### config.mk
export PLATFORM = sky130hd
export DESIGN_NAME = sqrt_selftest_driver_flat
export DESIGN_NICKNAME = d
export VERILOG_FILES = /design/src/rtl/sqrt_selftest_driver_if.sv /design/src/rtl/sqrt_selftest_driver.sv /design/src/flat_wrapper.sv
export SDC_FILE = /design/constraint.sdc
export NUM_CORES = 1
export LEC_CHECK = 0
export ABC_AREA = 1
export CAP_MARGIN = 30
export CORE_ASPECT_RATIO = 1.75
export CORE_MARGIN = 8
export CORE_UTILIZATION = 59
export CTS_BUF_LIST = sky130_fd_sc_hd__clkbuf_8
export CTS_CLUSTER_DIAMETER = 150
export DETAILED_ROUTE_END_ITERATION = 10
export PLACE_DENSITY = 0.95
export SLEW_MARGIN = 20
export SYNTH_ARGS = -nofsm -noshare
export SYNTH_HDL_FRONTEND = slang
export SYNTH_SLANG_ARGS = --single-unit
export TNS_END_PERCENT = 30
### constraint.sdc
create_clock -name clk -period 4.95 [get_ports clk]
set_clock_uncertainty 0.2 [all_clocks]
set_input_delay 0.99 -clock clk [delete_from_list [all_inputs] [get_ports clk]]
set_output_delay 0.99 -clock clk [all_outputs]
set_load 0.02 [all_outputs]
### src/rtl/sqrt_selftest_driver_if.sv
// Bus between the self-test driver and the square-root unit under test.
// The driver owns start/clear/num; the sqrt unit returns result/ready.
interface sqrt_selftest_driver_if #(
  parameter int NUM_W = 7,
  parameter int RES_W = 4
);
  logic             dut_start;
  logic             dut_clear;
  logic [NUM_W-1:0] dut_num;
  logic [RES_W-1:0] dut_result;
  logic             dut_ready;

  modport master (
    output dut_start,
    output dut_clear,
    output dut_num,
    input  dut_result,
    input  dut_ready
  );

  modport slave (
    input  dut_start,
    input  dut_clear,
    input  dut_num,
    output dut_result,
    output dut_ready
  );
endinterface

### src/rtl/sqrt_selftest_driver.sv
// On-chip self-test driver for a square-root unit.
// Sweeps answers FIRST..LAST, drives num = answer*answer, waits for a rising
// edge on ready and compares the result against the answer. Collects a
// saturating error count, the first failing answer, a sticky timeout flag and
// a pass flag that is valid while done is high.
// Optional build macro: SQRT_SELFTEST_STOP_ON_FAIL_EN -- when defined, the
// first mismatch or timeout ends the sweep immediately.
module sqrt_selftest_driver #(
  parameter int NUM_W   = 7,
  parameter int RES_W   = 4,
  parameter int FIRST   = 1,
  parameter int LAST    = 11,
  parameter int TIMEOUT = 64,
  parameter int ERR_W   = 4
) (
  input  logic                      clk,
  input  logic                      clear_n,
  input  logic                      go,
  sqrt_selftest_driver_if.master    sqrt_bus,
  output logic                      busy,
  output logic                      done,
  output logic                      pass,
  output logic [ERR_W-1:0]          err_count,
  output logic [RES_W-1:0]          fail_answer,
  output logic                      timeout
);

  // Wide enough to hold TIMEOUT-1 for any TIMEOUT >= 1.
  localparam int TMR_W = $clog2(TIMEOUT + 1);

  // Parameter sanity: the largest operand must fit in dut_num, the sweep
  // range must be ordered and every answer must fit in the result width.
  if (LAST * LAST > (2 ** NUM_W) - 1) begin : g_chk_num_w
    $error("sqrt_selftest_driver: LAST*LAST does not fit in NUM_W bits");
  end
  if (FIRST > LAST) begin : g_chk_range
    $error("sqrt_selftest_driver: FIRST must not exceed LAST");
  end
  if (LAST >= 2 ** RES_W) begin : g_chk_res_w
    $error("sqrt_selftest_driver: LAST does not fit in RES_W bits");
  end

  typedef enum logic [1:0] {
    S_IDLE = 2'd0,
    S_CLR  = 2'd1,
    S_RUN  = 2'd2,
    S_DONE = 2'd3
  } state_t;

  state_t           state_q,       state_d;
  logic [RES_W-1:0] answer_q,      answer_d;
  logic [TMR_W-1:0] timer_q,       timer_d;
  logic [NUM_W-1:0] dut_num_q,     dut_num_d;
  logic [ERR_W-1:0] err_count_q,   err_count_d;
  logic [RES_W-1:0] fail_answer_q, fail_answer_d;
  logic             timeout_q,     timeout_d;
  logic             done_q,        done_d;
  logic             pass_q,        pass_d;
  logic             ready_q;

  logic             ready_rise;
  logic             test_end;
  logic             test_fail;
  logic             sweep_stop;
  logic [RES_W-1:0] answer_inc;

  // Operand for a given answer; the parameter checks guarantee no overflow.
  function automatic logic [NUM_W-1:0] square(input logic [RES_W-1:0] a);
    logic [2*RES_W-1:0] a_ext;
    logic [2*RES_W-1:0] prod;
    a_ext = {{RES_W{1'b0}}, a};
    prod  = a_ext * a_ext;
    return NUM_W'(prod);
  endfunction

  // Only a 0->1 edge of ready marks a valid result; a ready that is already
  // high when RUN starts is filtered out because ready_q tracks it in CLR.
  assign ready_rise = sqrt_bus.dut_ready & ~ready_q;
  assign answer_inc = answer_q + 1'b1;

  // State register and all sweep bookkeeping, cleared asynchronously.
  always_ff @(posedge clk or negedge clear_n) begin
    if (!clear_n) begin
      state_q       <= S_IDLE;
      answer_q      <= '0;
      timer_q       <= '0;
      dut_num_q     <= '0;
      err_count_q   <= '0;
      fail_answer_q <= '0;
      timeout_q     <= 1'b0;
      done_q        <= 1'b0;
      pass_q        <= 1'b0;
      ready_q       <= 1'b0;
    end else begin
      state_q       <= state_d;
      answer_q      <= answer_d;
      timer_q       <= timer_d;
      dut_num_q     <= dut_num_d;
      err_count_q   <= err_count_d;
      fail_answer_q <= fail_answer_d;
      timeout_q     <= timeout_d;
      done_q        <= done_d;
      pass_q        <= pass_d;
      ready_q       <= sqrt_bus.dut_ready;
    end
  end

  // Next-state logic: start a sweep on go, one CLR cycle per test, then RUN
  // until a ready rise or timeout, scoring the test and advancing.
  always_comb begin
    state_d       = state_q;
    answer_d      = answer_q;
    timer_d       = timer_q;
    dut_num_d     = dut_num_q;
    err_count_d   = err_count_q;
    fail_answer_d = fail_answer_q;
    timeout_d     = timeout_q;
    done_d        = done_q;
    pass_d        = pass_q;
    test_end      = 1'b0;
    test_fail     = 1'b0;
    sweep_stop    = 1'b0;

    unique case (state_q)
      S_IDLE, S_DONE: begin
        if (go) begin
          err_count_d   = '0;
          fail_answer_d = '0;
          timeout_d     = 1'b0;
          done_d        = 1'b0;
          pass_d        = 1'b0;
          answer_d      = RES_W'(FIRST);
          dut_num_d     = square(RES_W'(FIRST));
          state_d       = S_CLR;
        end
      end

      S_CLR: begin
        timer_d = '0;
        state_d = S_RUN;
      end

      S_RUN: begin
        timer_d = timer_q + 1'b1;
        // A rise in the final timer cycle still counts as a normal answer.
        if (ready_rise) begin
          test_end  = 1'b1;
          test_fail = (sqrt_bus.dut_result != answer_q);
        end else if (timer_q == TMR_W'(TIMEOUT - 1)) begin
          test_end  = 1'b1;
          test_fail = 1'b1;
          timeout_d = 1'b1;
        end

        if (test_fail) begin
          if (err_count_q != {ERR_W{1'b1}}) begin
            err_count_d = err_count_q + 1'b1;
          end
          if (fail_answer_q == '0) begin
            fail_answer_d = answer_q;
          end
        end

        if (test_end) begin
          sweep_stop = (answer_q == RES_W'(LAST));
`ifdef SQRT_SELFTEST_STOP_ON_FAIL_EN
          sweep_stop = sweep_stop | test_fail;
`endif
          if (sweep_stop) begin
            state_d = S_DONE;
            done_d  = 1'b1;
            pass_d  = (err_count_d == '0) && !timeout_d;
          end else begin
            answer_d  = answer_inc;
            dut_num_d = square(answer_inc);
            state_d   = S_CLR;
          end
        end
      end

      default: state_d = S_IDLE;
    endcase
  end

  // The sqrt unit is held in clear everywhere except RUN, where start is high.
  assign sqrt_bus.dut_start = (state_q == S_RUN);
  assign sqrt_bus.dut_clear = (state_q != S_RUN);
  assign sqrt_bus.dut_num   = dut_num_q;

  assign busy        = (state_q == S_CLR) || (state_q == S_RUN);
  assign done        = done_q;
  assign pass        = pass_q;
  assign err_count   = err_count_q;
  assign fail_answer = fail_answer_q;
  assign timeout     = timeout_q;

endmodule
### src/flat_wrapper.sv
// flat-port wrapper written by rule: the top's interface ports become plain ports
module sqrt_selftest_driver_flat 
#(
  parameter int NUM_W   = 7,
  parameter int RES_W   = 4,
  parameter int FIRST   = 1,
  parameter int LAST    = 11,
  parameter int TIMEOUT = 64,
  parameter int ERR_W   = 4
)
  (clk, clear_n, go, busy, done, pass, err_count, fail_answer, timeout, sqrt_bus_dut_start, sqrt_bus_dut_clear, sqrt_bus_dut_num, sqrt_bus_dut_result, sqrt_bus_dut_ready);
  sqrt_selftest_driver_if #(.NUM_W(NUM_W), .RES_W(RES_W)) sqrt_bus_i ();
  input  logic clk;
  input  logic clear_n;
  input  logic go;
  output logic busy;
  output logic done;
  output logic pass;
  output logic [ERR_W-1:0] err_count;
  output logic [RES_W-1:0] fail_answer;
  output logic timeout;
  output wire logic [$bits(sqrt_bus_i.dut_start)-1:0] sqrt_bus_dut_start;
  output wire logic [$bits(sqrt_bus_i.dut_clear)-1:0] sqrt_bus_dut_clear;
  output wire logic [$bits(sqrt_bus_i.dut_num)-1:0] sqrt_bus_dut_num;
  input wire logic [$bits(sqrt_bus_i.dut_result)-1:0] sqrt_bus_dut_result;
  input wire logic [$bits(sqrt_bus_i.dut_ready)-1:0] sqrt_bus_dut_ready;
  assign sqrt_bus_dut_start = sqrt_bus_i.dut_start;
  assign sqrt_bus_dut_clear = sqrt_bus_i.dut_clear;
  assign sqrt_bus_dut_num = sqrt_bus_i.dut_num;
  assign sqrt_bus_i.dut_result = sqrt_bus_dut_result;
  assign sqrt_bus_i.dut_ready = sqrt_bus_dut_ready;
  sqrt_selftest_driver #(.NUM_W(NUM_W), .RES_W(RES_W), .FIRST(FIRST), .LAST(LAST), .TIMEOUT(TIMEOUT), .ERR_W(ERR_W)) u_core (.clk(clk), .clear_n(clear_n), .go(go), .sqrt_bus(sqrt_bus_i), .busy(busy), .done(done), .pass(pass), .err_count(err_count), .fail_answer(fail_answer), .timeout(timeout));
endmodule
Yosys cells after proc, flatten, opt, wreduce, memory -nomap -nowiden
Index checks and enable logic that the tools add are counted.
- add/sub/neg operators: 3
- multipliers: 1
- bitwise logic cells: 2
- equality and inequality tests: 14
- reductions and logical operators: 14
- multiplexer cells: 37
- operators with widths (operator ; number):
    two-way mux 4 bit ; 9
    one-hot mux 7 bit (2 select lines) ; 2
    one-hot mux 4 bit (2 select lines) ; 3
    two-way mux 7 bit ; 3
    two-way mux 1 bit ; 13
    AND reduction 4 bit ; 3
    adder 4 x 1 -> 4 bit, second input constant ; 2
    logical NOT 4 bit ; 2
    != test 2 x 1 -> 1 bit, second input constant ; 4
    adder 7 x 1 -> 7 bit, second input constant ; 1
    equality test 7 x 6 -> 1 bit, second input constant ; 1
    multiplier 4 x 4 -> 7 bit ; 1
    two-way mux 2 bit ; 3
    != test 2 bit, second input constant ; 3
    one-hot mux 1 bit (2 select lines) ; 3
    one-hot mux 2 bit (3 select lines) ; 1
    equality test 2 bit, second input constant ; 2
    equality test 4 bit, second input constant ; 1
    != test 4 bit ; 1
    != test 4 bit, second input constant ; 1
    AND reduction 2 bit ; 2
    nonzero test 2 bit ; 2
    equality test 2 x 1 -> 1 bit, second input constant ; 1
    logical NOT 2 bit ; 1
    other kinds (6) ; 6
- output and inout port bits: 21
- register bits after elaboration: 32
- bits of input ports: 8

Depth between registers and ports, before layout
Gate-level depths: netlist (run 1).
- depth after elaboration: 11
- gate-level depth with buffers: 11
- depth with buffers taken out: 11

Worst setup path before layout (run 1)
OpenSTA, ideal clock, no wires.
- path kind: reg2out
- start: register u_core.state_q[0]
- end: output port sqrt_bus_dut_clear
- stages on the path, launching flop included: 5
- path slack: 2683 ps
- path buffers: 1
- data arrival time: 1077 ps
- required time: 3760 ps
- cell sequence: dfrtp_1 > inv_1 > ha_1 > clkbuf_8 > inv_1
- cells in the longest elaborated chain, start to end: 1
- ends and longest elaborated chain (what ; RTL line ; text):
    start, declared ; sqrt_selftest_driver.sv:50 ; state_t state_q, state_d;
    start signal, assigned ; sqrt_selftest_driver.sv:95 ; state_q <= state_d;
    != test 2 bit ; sqrt_selftest_driver.sv:187 ; assign sqrt_bus.dut_clear = (state_q != S_RUN);
    end, declared ; flat_wrapper.sv:23 ; output wire logic [$bits(sqrt_bus_i.dut_clear)-1:0] sqrt_bus_dut_clear;
Every way passes these cells.

Final worst setup path (run 1)
Same ends and word-level chain as after synthesis.

==> results.toml, run 1 <==
[outcome]
status = "completed"

[floorplan]
die_w_um = 57.93
initial_utilization = 0.6201
die_h_um = 89.38
io_pins = 29
rows = 26
die_area_um2 = 5178
core_um2 = 2928

[grt]
met3_usage = 0.04467
grt_pass1_vias = 1663
grt.met2_usage = 0.3173
busiest_layer = "met2"
grt_max_degree = 31
grt_first_pass_wirelength_um = 6858
track_usage = 0.1686
grt_overflow_total = 0
antenna_found_initial = 0
use_met1 = 0.1659

[sta]
tightest_slew_ns = 0.6135
setup_viol = 0
drv_slew = 0
max_freq_mhz = 296.5
fin_ws_ns = 1.577
period_share = 0.6815
rsz0062_at_grt = "no"
finalSetupTns_ns = 0
slew_headroom = 0.5910
finalCriticalPeriod_ns = 3.373
hold_viol = 0

[clock_network]
cts.sink_count = 30
cts-buffers-inserted = 5
post_cts_buffers = 0
cts-resized-gates = 0
clock-root-buffer = "clkbuf_8"
htreeDepth = 2
cts_hold_buf = 0
insertion_delay_ns = 0.29
path_clk_slew_ns = 0.07
clk_path_buf_depth = 2
cts_tree = "built"

[power_and_ir_drop]
max-vdd-ir-drop_uv = 327.2
power_density_nw_per_um2 = 498.4
p_leak_uw = 0.001036

[synth]
syn-num-nets = 250
yosys_register_bits = 30
yosysSeqAreaShare = 0.4135
syn_area_um2 = 1815
ys_types = 33
yosysMostFrequentCell = "nand2_1"
synth_top_cell_area_share = 0.4135
synthArstFlopShare = 1.000
synth_cells = 232
syn_area_per_cell_um2 = 7.825
ys_top_cells_by_area = "dfrtp_1, nand2_1, ha_1"
synth_top_flop_cell = "dfrtp_1"
yosysWarningCount = 0
synth_top_area_cell = "dfrtp_1"
netlist_top_cells_count = "nand2_1, dfrtp_1, inv_1, nor2_1, nand3_1"
synth_edf_count = 0

[cells_and_area]
syn2layout_area_growth_pct = 21.36
fin_nets = 281
layout-drive-gt1-share = 0.08712
fin_cells = 292
antennaDiodeCount = 0

[detailed_routing]
routed_wl_um = 4000
ant_nets = 0
vias_per_cell = 5.627
dr.pass1.iters = 4
drt_iter0_drc = 42
routedWlPerCell_um = 13.70
drcViolationCount = 0
vias = 1643

[place]
gp_congestion = 0.8875
dp_hpwl_um = 2958
dp_slack_ns = 1.909
dp_cells = 284
port_buffers = 27

[worst_setup_path]
timing.critical_path.from_type = "register"
crit_required_ns = 3.76
worstSetupPathType = "reg2out"
crit_fanout = 18
cp-end-kind = "output port"
arrival_ns = 2.18

[flow_run]
maxCapViolations = 0

[min_path]
hold_class = "reg2reg"
## per-stage QoR
| stage | utilization | instance area (um2) | hold WS [ns] | total power (uW) |
|---|---|---|---|---|
| CTS | 0.7526 | 2203 | 0.2803 | 1099 |
| global route | 0.7526 | 2203 | 0.3101 | 1173 |
| global placement | 0.7154 | 2095 | 0.2540 | 838.5 |
| detailed placement | 0.7154 | 2095 | 0.2654 | 852.4 |
| finish | 0.7526 | 2203 | 0.2768 | 1098 |
| floorplan | - | 1815 | 0.2448 | 702.3 |
## worst max-delay path, stage by stage, from the launching register on
cell and delay [ns]:
dfrtp_1 0.40, inv_1 0.06, ha_1 0.54, inv_1 0.28
clkdlybuf4s50_1 0.61
## path summary, 6_finish.rpt
check | from | endpoint | slack [ns] | cells after the start
worst max-delay path | u_core.state_q[0] | sqrt_bus_dut_clear | 1.58 | 4
worst min-delay path | u_core.sqrt_bus.dut_num[3] | u_core.sqrt_bus.dut_num[3] | 0.28 | 2
worst max register to register | u_core.sqrt_bus.dut_num[0] | u_core.sqrt_bus.dut_num[6] | 2.50 | 10
worst min register to register | u_core.sqrt_bus.dut_num[3] | u_core.sqrt_bus.dut_num[3] | 0.28 | 2
max in group asynchronous | clear_n | u_core.timer_q[5] | 3.37 | 2
min in group asynchronous | clear_n | u_core.sqrt_bus.dut_num[0] | 0.89 | 2
## kinds of logic after synthesis
family,synth area share
AO/OA/AOI/OAI,0.1227
XOR/XNOR,0.02413
adder cells (fa/ha/maj),0.06892
buffers and inverters,0.08958
flip-flops,0.4135
other,0.002066
AND/OR/NAND/NOR,0.2791
## power breakdown
part / switching [uW] / total, uW / internal [uW]
registers: 51.5 / 343 / 291
logic: 325 / 514 / 189
clock network: 93.7 / 242 / 148
## registers in the layout (all words and copies together) (netlist names)
register / cells
u_core.done: 1
u_core.timeout: 1
u_core.answer_q: 3
u_core.timer_q: 7
u_core.err_count: 4
u_core.pass: 1
u_core.sqrt_bus.dut_num: 6
u_core.state_q: 2
u_core.ready_q: 1
u_core.fail_answer: 4
## layout make-up
cell class	count	area, um2
clock buffer	5	68.82
clock inverter	3	40.04
fill	217	724.4
inverter	33	128.9
multi-input combinational	165	902.1
sequential	30	750.7
tap	28	35.03
timing repair buffer	28	277.8
## cells in the final DEF, fill, tap and decap left out, types with 3 or more instances in the layout
cell type	n
nand2_1	61
o21ai_0	15
clkdlybuf4s50_1	27
nor2_1	20
inv_1	30
o22ai_1	7
dfrtp_1	30
nand3_1	19
xor2_1	3
o21bai_1	3
ha_1	10
clkbuf_8	5
a21oi_1	6
## per-layer routing
layer	vias to the layer above	wire, um
li1	813	-
met1	782	1567
met2	44	2209
met3	4	181
met4	0	42
met5	-	0
No activity file was read; power rests on OpenSTA's default activity.
==> run 2, diff against run 1 <==
--- a/config.mk
+++ b/config.mk
@@ -9,11 +9,11 @@
 export CAP_MARGIN = 30
 export CORE_ASPECT_RATIO = 1.75
 export CORE_MARGIN = 8
-export CORE_UTILIZATION = 59
+export CORE_UTILIZATION = 55
 export CTS_BUF_LIST = sky130_fd_sc_hd__clkbuf_8
 export CTS_CLUSTER_DIAMETER = 150
 export DETAILED_ROUTE_END_ITERATION = 10
-export PLACE_DENSITY = 0.95
+export PLACE_DENSITY = 0.92
 export SLEW_MARGIN = 20
 export SYNTH_ARGS = -nofsm -noshare
 export SYNTH_HDL_FRONTEND = slang
==> constraint.sdc (replaced) <==
create_clock -name clk -period 3.4 [get_ports clk]
set_clock_uncertainty 0.2 [all_clocks]
set_input_delay 0.68 -clock clk [delete_from_list [all_inputs] [get_ports clk]]
set_output_delay 0.68 -clock clk [all_outputs]
set_load 0.02 [all_outputs]
==> results.toml, run 2 (synthesis gave the netlist of run 1 again) <==
[sta]
finalCriticalPeriod_ns = 2.769
setup_viol = 0
drv_slew = 0
hold_viol = 0
max_freq_mhz = 361.2
finalSetupTns_ns = 0
period_share = 0.8143
rsz0062_at_grt = "no"

[detailed_routing]
drt_iter0_drc = 50
vias_per_cell = 5.240
vias = 1614
drcViolationCount = 0
ant_nets = 0
dr.pass1.iters = 4
routedWlPerCell_um = 12.70
routed_wl_um = 3911

[floorplan]
die_area_um2 = 5468
io_pins = 29
die_w_um = 59.43
rows = 27
initial_utilization = 0.5779
core_um2 = 3142
die_h_um = 92.01

[worst_setup_path]
arrival_ns = 1.89
path_buf_inv = 3
path_cells = "inv_1 > ha_1 > inv_4 > clkdlybuf4s50_1"
timing.critical_path.from_type = "register"
cpPeakStageDelay_ns = 0.62
crit_fanout = 8
cp_slowest_cell = "clkdlybuf4s50_1"
cp_top_family = "buffers and inverters"
crit_required_ns = 2.52
worstSetupPathType = "reg2out"
cp-end-kind = "output port"

[cells_and_area]
final_util = 0.7101
syn2layout_area_growth_pct = 22.88
antennaDiodeCount = 0
largest_register_ff_count = 7
layout_commonest_cell = "nand2_1"
layout-drive-gt1-share = 0.09057
final_cell_mix = "nand2_1, inv_1, dfrtp_1"
fin_nets = 282
regMostFlops = "u_core.timer_q"

[min_path]
hold_class = "reg2reg"

[clock_network]
cts_hold_buf = 0
cts-buffers-inserted = 5
post_cts_buffers = 0
cts.sink_count = 30
htreeDepth = 2
clock-root-buffer = "clkbuf_8"
path_clk_slew_ns = 0.06
cts-resized-gates = 0
cts_tree = "built"
clk_path_buf_depth = 2
insertion_delay_ns = 0.28

[power_and_ir_drop]
power_density_nw_per_um2 = 706.2
p_leak_uw = 0.001041
max-vdd-ir-drop_uv = 505.9

[place]
gp_congestion = 0.8907
dp_hpwl_um = 3001
port_buffers = 27

[grt]
antenna_found_initial = 0
grt_overflow_total = 0
track_usage = 0.1643
grt_first_pass_wirelength_um = 7113
grt_pass1_vias = 1725
grt_max_degree = 31

[flow_run]
maxCapViolations = 0

[outcome]
status = "completed"
-- run 2: changes by cell type in the layout (fill, tap and decap cells not counted), sizes merged --
| cell | before | now |
|---|---|---|
| clkinv | 2 | 0 |
| bufinv | 1 | 0 |
| buf | 1 | 2 |
| clkbuf | 5 | 8 |
-- run 2: routing by layer --
layer | share of wire | wire [um] | track usage | vias up
li1 | - | - | - | 811
met1 | 0.39 | 1516 | 0.1631 | 749
met2 | 0.53 | 2081 | 0.2926 | 41
met3 | 0.050 | 196 | 0.04196 | 13
met4 | 0.030 | 116 | 0.09036 | 0
met5 | 0 | 0 | 0 | -
-- run 2: layout make-up --
class                   count  area (um2)
well taps                  43       53.80
flip-flops and latches     30       750.7
clock buffers               8       110.1
repair buffers             29       285.3
inverters                  33       128.9
fillers                   256       910.9
multi-input cells         165       902.1
-- run 2: final timing paths --
kind	from	endpoint	cells past startpoint	slack (ns)
setup / recovery	u_core.state_q[0]	busy	4	0.63
hold / removal	u_core.sqrt_bus.dut_num[3]	u_core.sqrt_bus.dut_num[3]	2	0.27
setup reg to reg	u_core.sqrt_bus.dut_num[0]	u_core.sqrt_bus.dut_num[6]	10	0.98
hold reg to reg	u_core.sqrt_bus.dut_num[3]	u_core.sqrt_bus.dut_num[3]	2	0.27
max in group asynchronous	clear_n	u_core.timer_q[1]	2	2.14
min in group asynchronous	clear_n	u_core.sqrt_bus.dut_num[4]	2	0.58
-- run 2: metrics by stage --
step / area, um2 / power [uW] / setup slack (ns) / instances / hold WS [ns]
CTS: 2231 / 1588 / 0.6115 / 308 / 0.2762
floorplan: 1815 / 1023 / 1.296 / 232 / 0.1844
global placement: 2121 / 1231 / 0.9445 / 300 / 0.2568
finish: 2231 / 1575 / 0.6312 / 308 / 0.2749
detailed placement: 2121 / 1247 / 0.9183 / 300 / 0.2641
global route: 2231 / 1694 / 0.5788 / 308 / 0.3025
-- run 2: where the power goes --
group	switching (uW)	leakage, uW	internal, uW
Sequential	71.8	0.000407	424
Combinational	472	0.000576	278
Clock	126	0.0000575	204
Total	670	0.00104	906
-- run 2: tightest hold or removal path: cells and delay by family (launching register included) --
| family | cells | cell delay [ns] |
|---|---|---|
| and+or+nand+nor | 2 | 0.10 |
| DFF | 1 | 0.34 |
==> run 3, diff against run 2 <==
==> constraint.sdc (replaced) <==
create_clock -name clk -period 2.6 [get_ports clk]
set_clock_uncertainty 0.2 [all_clocks]
set_input_delay 0.52 -clock clk [delete_from_list [all_inputs] [get_ports clk]]
set_output_delay 0.52 -clock clk [all_outputs]
set_load 0.02 [all_outputs]
==> results.toml, run 3 (synthesis gave the netlist of run 1 again) <==
[cells_and_area]
largest_register_ff_count = 7
layout_commonest_cell = "nand2_1"
syn2layout_area_growth_pct = 21.92
fin_area_um2 = 2213
layout-drive-gt1-share = 0.09398
antennaDiodeCount = 0
regMostFlops = "u_core.timer_q"
final_cell_mix = "nand2_1, inv_1, dfrtp_1"
fin_nets = 284

[power_and_ir_drop]
p_clk_frac = 0.176
max-vdd-ir-drop_uv = 713.0
power_density_nw_per_um2 = 904.4
p_leak_uw = 0.001038
combPwrFrac = 0.500
seqPwrFrac = 0.324
power_uw = 2002
p_int_uw = 1100
switching_share = 0.4506
p_switching_uw = 902.0

[detailed_routing]
dr.pass1.iters = 4
drcViolationCount = 0
routedWlPerCell_um = 13.50
routed_wl_um = 4173
ant_nets = 0
drt_iter0_drc = 54
vias = 1621
vias_per_cell = 5.246

[sta]
setup_viol = 0
max_freq_mhz = 406.7
rsz0062_at_grt = "no"
period_share = 0.9456
finalCriticalPeriod_ns = 2.459
hold_viol = 0
drv_slew = 0
finalSetupTns_ns = 0

[worst_setup_path]
crit_fanout = 5
crit_required_ns = 1.88
arrival_ns = 1.74
critical_path.most_common_cell = "inv_1"
cp_slowest_cell = "clkdlybuf4s50_1"
cpPeakStageDelay_ns = 0.61
path_buf_inv = 3
worstSetupPathType = "reg2out"
cp-end-kind = "output port"
path_cells = "inv_1 > ha_1 > inv_1 > clkdlybuf4s50_1"
cp_top_family = "buffers and inverters"
timing.critical_path.from_type = "register"

[floorplan]
io_pins = 29
core_um2 = 3142
die_area_um2 = 5468
die_h_um = 92.01
initial_utilization = 0.5779
rows = 27
die_w_um = 59.43

[clock_network]
htreeDepth = 2
cts_hold_buf = 0
path_clk_slew_ns = 0.06
clk_path_buf_depth = 2
insertion_delay_ns = 0.29
post_cts_buffers = 0
cts-buffers-inserted = 5
clock-root-buffer = "clkbuf_8"
cts.sink_count = 30
cts_tree = "built"

[place]
dp_hpwl_um = 3194
port_buffers = 27
place_area_um2 = 2136
gp_congestion = 0.8702

[grt]
grt_overflow_total = 0
antenna_found_initial = 0
grt_first_pass_wirelength_um = 6934
grt_max_degree = 31
track_usage = 0.1646
grt_pass1_vias = 1684

[outcome]
status = "completed"

[flow_run]
maxCapViolations = 0

[min_path]
hold_class = "reg2reg"
## run 3: cell count changes in the layout (fill, tap and decap cells not counted), sizes merged
cell           change
buf                +2
clkbuf             -3
clkdlybuf4s50      -1
clkinv             +2
dlygate4sd2        +1
## run 3: tightest hold or removal path: stages, from the launching register on
cell	delay, ns
dfrtp_1	0.34
nand2_1	0.05
nand2_1	0.05
## run 3: worst paths after layout
| check | slack (ns) | cells after the start | from | end |
|---|---|---|---|---|
| setup / recovery | 0.14 | 4 | u_core.state_q[0] | sqrt_bus_dut_clear |
| hold / removal | 0.27 | 2 | u_core.sqrt_bus.dut_num[3] | u_core.sqrt_bus.dut_num[3] |
| setup reg to reg | 0.29 | 10 | u_core.sqrt_bus.dut_num[0] | u_core.sqrt_bus.dut_num[6] |
| hold reg to reg | 0.27 | 2 | u_core.sqrt_bus.dut_num[3] | u_core.sqrt_bus.dut_num[3] |
| max in group asynchronous | 1.49 | 2 | clear_n | u_core.timer_q[1] |
| min in group asynchronous | 0.41 | 2 | clear_n | u_core.sqrt_bus.dut_num[0] |
## run 3: power by group through the flow
stage          clock network (uW)  logic, uW  registers [uW]
2_1_floorplan                   0        651             686
3_3_place_gp                    0        979             650
3_5_place_dp                    0       1000             656
4_1_cts                       361       1000             647
5_1_grt                       373       1100             660
6_report                      352       1000             648
## run 3: per-stage QoR
| stage | hold WS (ns) | utilization | setup slack (ns) | instances |
|---|---|---|---|---|
| 2_1_floorplan | 0.02441 | - | 0.4959 | 232 |
| 3_3_place_gp | 0.2570 | 0.6798 | 0.2982 | 302 |
| 3_5_place_dp | 0.2577 | 0.6798 | 0.2823 | 302 |
| 4_1_cts | 0.2734 | 0.7045 | 0.1308 | 309 |
| 5_1_grt | 0.3015 | 0.7045 | 0.06941 | 309 |
| 6_report | 0.2696 | 0.7045 | 0.1415 | 309 |
## run 3: layout make-up
type,instances,area (um2)
tap,43,53.80
sequential,30,750.7
clock inverter,2,10.01
clock buffer,5,68.82
multi-input combinational,165,902.1
inverter,33,128.9
timing repair buffer,31,299.0
fill,254,928.4
## run 3: routing by layer
metal,vias up,global-route usage,wire [um]
li1,815,-,-
met1,731,0.1455,1582
met2,56,0.2917,2147
met3,19,0.04196,230
met4,0,0.1365,212
met5,-,0,0
## run 3: what timing repair did
action	in CTS	in global routing
setup endpoints to repair	1	0
endpoints found under the hold margin	0	0
gates resized for setup	1	0
==> edit (flow settings as in run 2) <==
`ERR_W` is set to 4 in 2 places; all go to 6.
--- a/src/rtl/sqrt_selftest_driver.sv
+++ b/src/rtl/sqrt_selftest_driver.sv
@@ -11,7 +11,7 @@
   parameter int FIRST   = 1,
   parameter int LAST    = 11,
   parameter int TIMEOUT = 64,
-  parameter int ERR_W   = 4
+  parameter int ERR_W   = 6
 ) (
   input  logic                      clk,
   input  logic                      clear_n,
--- a/src/flat_wrapper.sv
+++ b/src/flat_wrapper.sv
@@ -6,7 +6,7 @@
   parameter int FIRST   = 1,
   parameter int LAST    = 11,
   parameter int TIMEOUT = 64,
-  parameter int ERR_W   = 4
+  parameter int ERR_W   = 6
 )
   (clk, clear_n, go, busy, done, pass, err_count, fail_answer, timeout, sqrt_bus_dut_start, sqrt_bus_dut_clear, sqrt_bus_dut_num, sqrt_bus_dut_result, sqrt_bus_dut_ready);
   sqrt_selftest_driver_if #(.NUM_W(NUM_W), .RES_W(RES_W)) sqrt_bus_i ();
Interface: changed (resized err_count); port bits go from 29 to 31. The function was not compared with the original's and may differ.
==> edit against run 2 <==
- synthesized area grew 8.8%
- setup slack lost 130 ps
- combinational power shrank 6.4%
- sequential cell count grew 2
- first-iteration DRC count grew 32%
- global-route usage grew 1.8 points
- sequential share of layout area shrank 0.30 points
- clock power shrank 8.8%
- total power shrank 4.4%
- maximum frequency shrank 4.6%
- count of clock-buffer cells in the layout shrank 2
- wire length grew 20%
- final area grew 7.6%
==> edit: results (changes against run 2) <==
* Most flop-heavy register: u_core.timer_q (unchanged)
* Outcome: completed (unchanged)
* Fraction of layout cells with a size suffix above 1 at 8.19% (was 9.06%)
* Longest Clk Path Bufs at 2 (unchanged)
* Hold Crit Class: reg2reg (unchanged)
* R2r setup slk at 890 ps (was 980 ps)
* Max Fanout on Critical Path at 15 (was 8)
* Gr ovfl total at 0 (unchanged)
* DP Area at 2310 um2 (was 2120 um2)
* Gp weighted congestion at 0.973 (was 0.891)
* Number of flip-flops in the largest register at 7 (unchanged)
* # hold bufs at CTS at 0 (unchanged)
* # port buffers at 29 (was 27)
* Largest net degree at the start of global routing at 33 (was 31)
* Vias per inst at 5.33 (was 5.24)
* Skew-Pair Late Insertion Delay at 290 ps
* # Post-CTS Setup Buffers at 0 (unchanged)
* Fillers at 308 (was 256)
* First-pass GRT wire length at 8000 um (was 7110 um)
* Share of flip-flops with an asynchronous set or reset at 100% (unchanged)
* Detail Placement HPWL at 3540 um (was 3000 um)
* CTS HTree Levels at 2 (unchanged)
* Lkg Pwr at 1.16 nW (was 1.04 nW)
* 1st-iter DRT viols at 66 (was 50)
* Yosys warnings at 0 (unchanged)
* Global-route usage over all layers at 18.2% (was 16.4%)
* Top cells by count, synth: 72 x nand2_1, 32 x dfrtp_1, 32 x inv_1 (was 61 x nand2_1, 30 x dfrtp_1, 30 x inv_1)
* TritonCTS buffer count at 5 (unchanged)
* Worst Tran Pin Value at 555 ps
* Sequential share of the synthesized area at 40.5% (was 41.4%)
* DRT Pass-1 Iters at 4 (unchanged)
* Library cells used by synthesis at 32 (was 33)
* Worst-path clk slew at 70 ps
* Vias in the first global route at 1854 (was 1725)
* Post_cts resized at 0 (unchanged)
* VDD IR max at 0.513 mV (was 0.506 mV)
* Largest cells by area after synthesis: dfrtp_1 41%, nand2_1 14%, ha_1 6.3% (was dfrtp_1 41%, nand2_1 13%, ha_1 6.9%)
* Wirelength per Cell at 13.8 um (was 12.7 um)
* Hold_ws at 284 ps (was 275 ps)
* Antenna violations before repair at 0 (unchanged)
* Switch share at 44.3% (was 42.5%)
* Final net count at 310 (was 282)
* Root Buffer: clkbuf_8 (unchanged)
* Syn nets at 276 (was 250)
* Data arrival time of the worst path at 2020 ps (was 1890 ps)
* Antenna cells at 0 (unchanged)
-- edit: path summary, 6_finish.rpt --
kind,end,depth (start not counted),startpoint
hold / removal,u_core.sqrt_bus.dut_num[2],2,u_core.sqrt_bus.dut_num[2]
max in group asynchronous,u_core.timer_q[2],2,clear_n
setup / recovery,sqrt_bus_dut_clear,4,u_core.state_q[0]
setup reg to reg,u_core.sqrt_bus.dut_num[6],10,u_core.sqrt_bus.dut_num[0]
min in group asynchronous,u_core.sqrt_bus.dut_num[3],2,clear_n
hold reg to reg,u_core.sqrt_bus.dut_num[2],2,u_core.sqrt_bus.dut_num[2]
-- edit: cells by family after synthesis --
logic type / share of synthesized area [%]
adders and majority gates: 6.33
AOI/OAI and AO/OA: 11.8
buffers and inverters: 8.36
xor gates and xnor gates: 3.99
other: 0.190
DFF: 40.5
and+or+nand+nor: 28.8
-- edit: area by class of cell --
| cell class | instances | area (um2) | share of cell area [%] |
|---|---|---|---|
| repair buffers | 31 | 305 | 12.7 |
| well taps | 46 | 57.6 | 2.40 |
| flip-flops and latches | 32 | 801 | 33.4 |
| clock inverters | 2 | 7.51 | 0.313 |
| inverters | 36 | 138 | 5.73 |
| clock buffers | 6 | 82.6 | 3.44 |
| multi-input cells | 186 | 1010 | 42.1 |
-- edit: power groups by stage --
stage	clock network [mW]	logic [mW]	registers, mW
final	0.301	0.702	0.504
after global routing	0.315	0.783	0.512
after CTS	0.301	0.701	0.503
after detailed placement	0	0.695	0.509
after global placement	0	0.684	0.506
after floorplan	0	0.465	0.523
-- edit: metrics by stage --
stage | worst slack (ps) | utilization, % | power (mW) | std cells
2_1_floorplan | 1200 | - | 0.988 | 258
6_report | 499 | 68.2 | 1.51 | 339
3_3_place_gp | 834 | 65.7 | 1.19 | 331
5_1_grt | 337 | 68.2 | 1.61 | 339
4_1_cts | 493 | 68.2 | 1.50 | 339
3_5_place_dp | 811 | 65.7 | 1.20 | 331
-- edit: worst max-delay path: stages, from the launching register on --
cell and delay (ps):
dfrtp_1 400, inv_1 70, ha_1 500, clkinv_1 180, clkdlybuf4s50_1 570
-- edit: per-layer routing --
layer | share of wire, % | global-route usage, %
met2 | 56 | 33.1
met5 | 0 | 0
met3 | 3.8 | 3.51
met4 | 2.7 | 10.4
met1 | 37 | 18.0
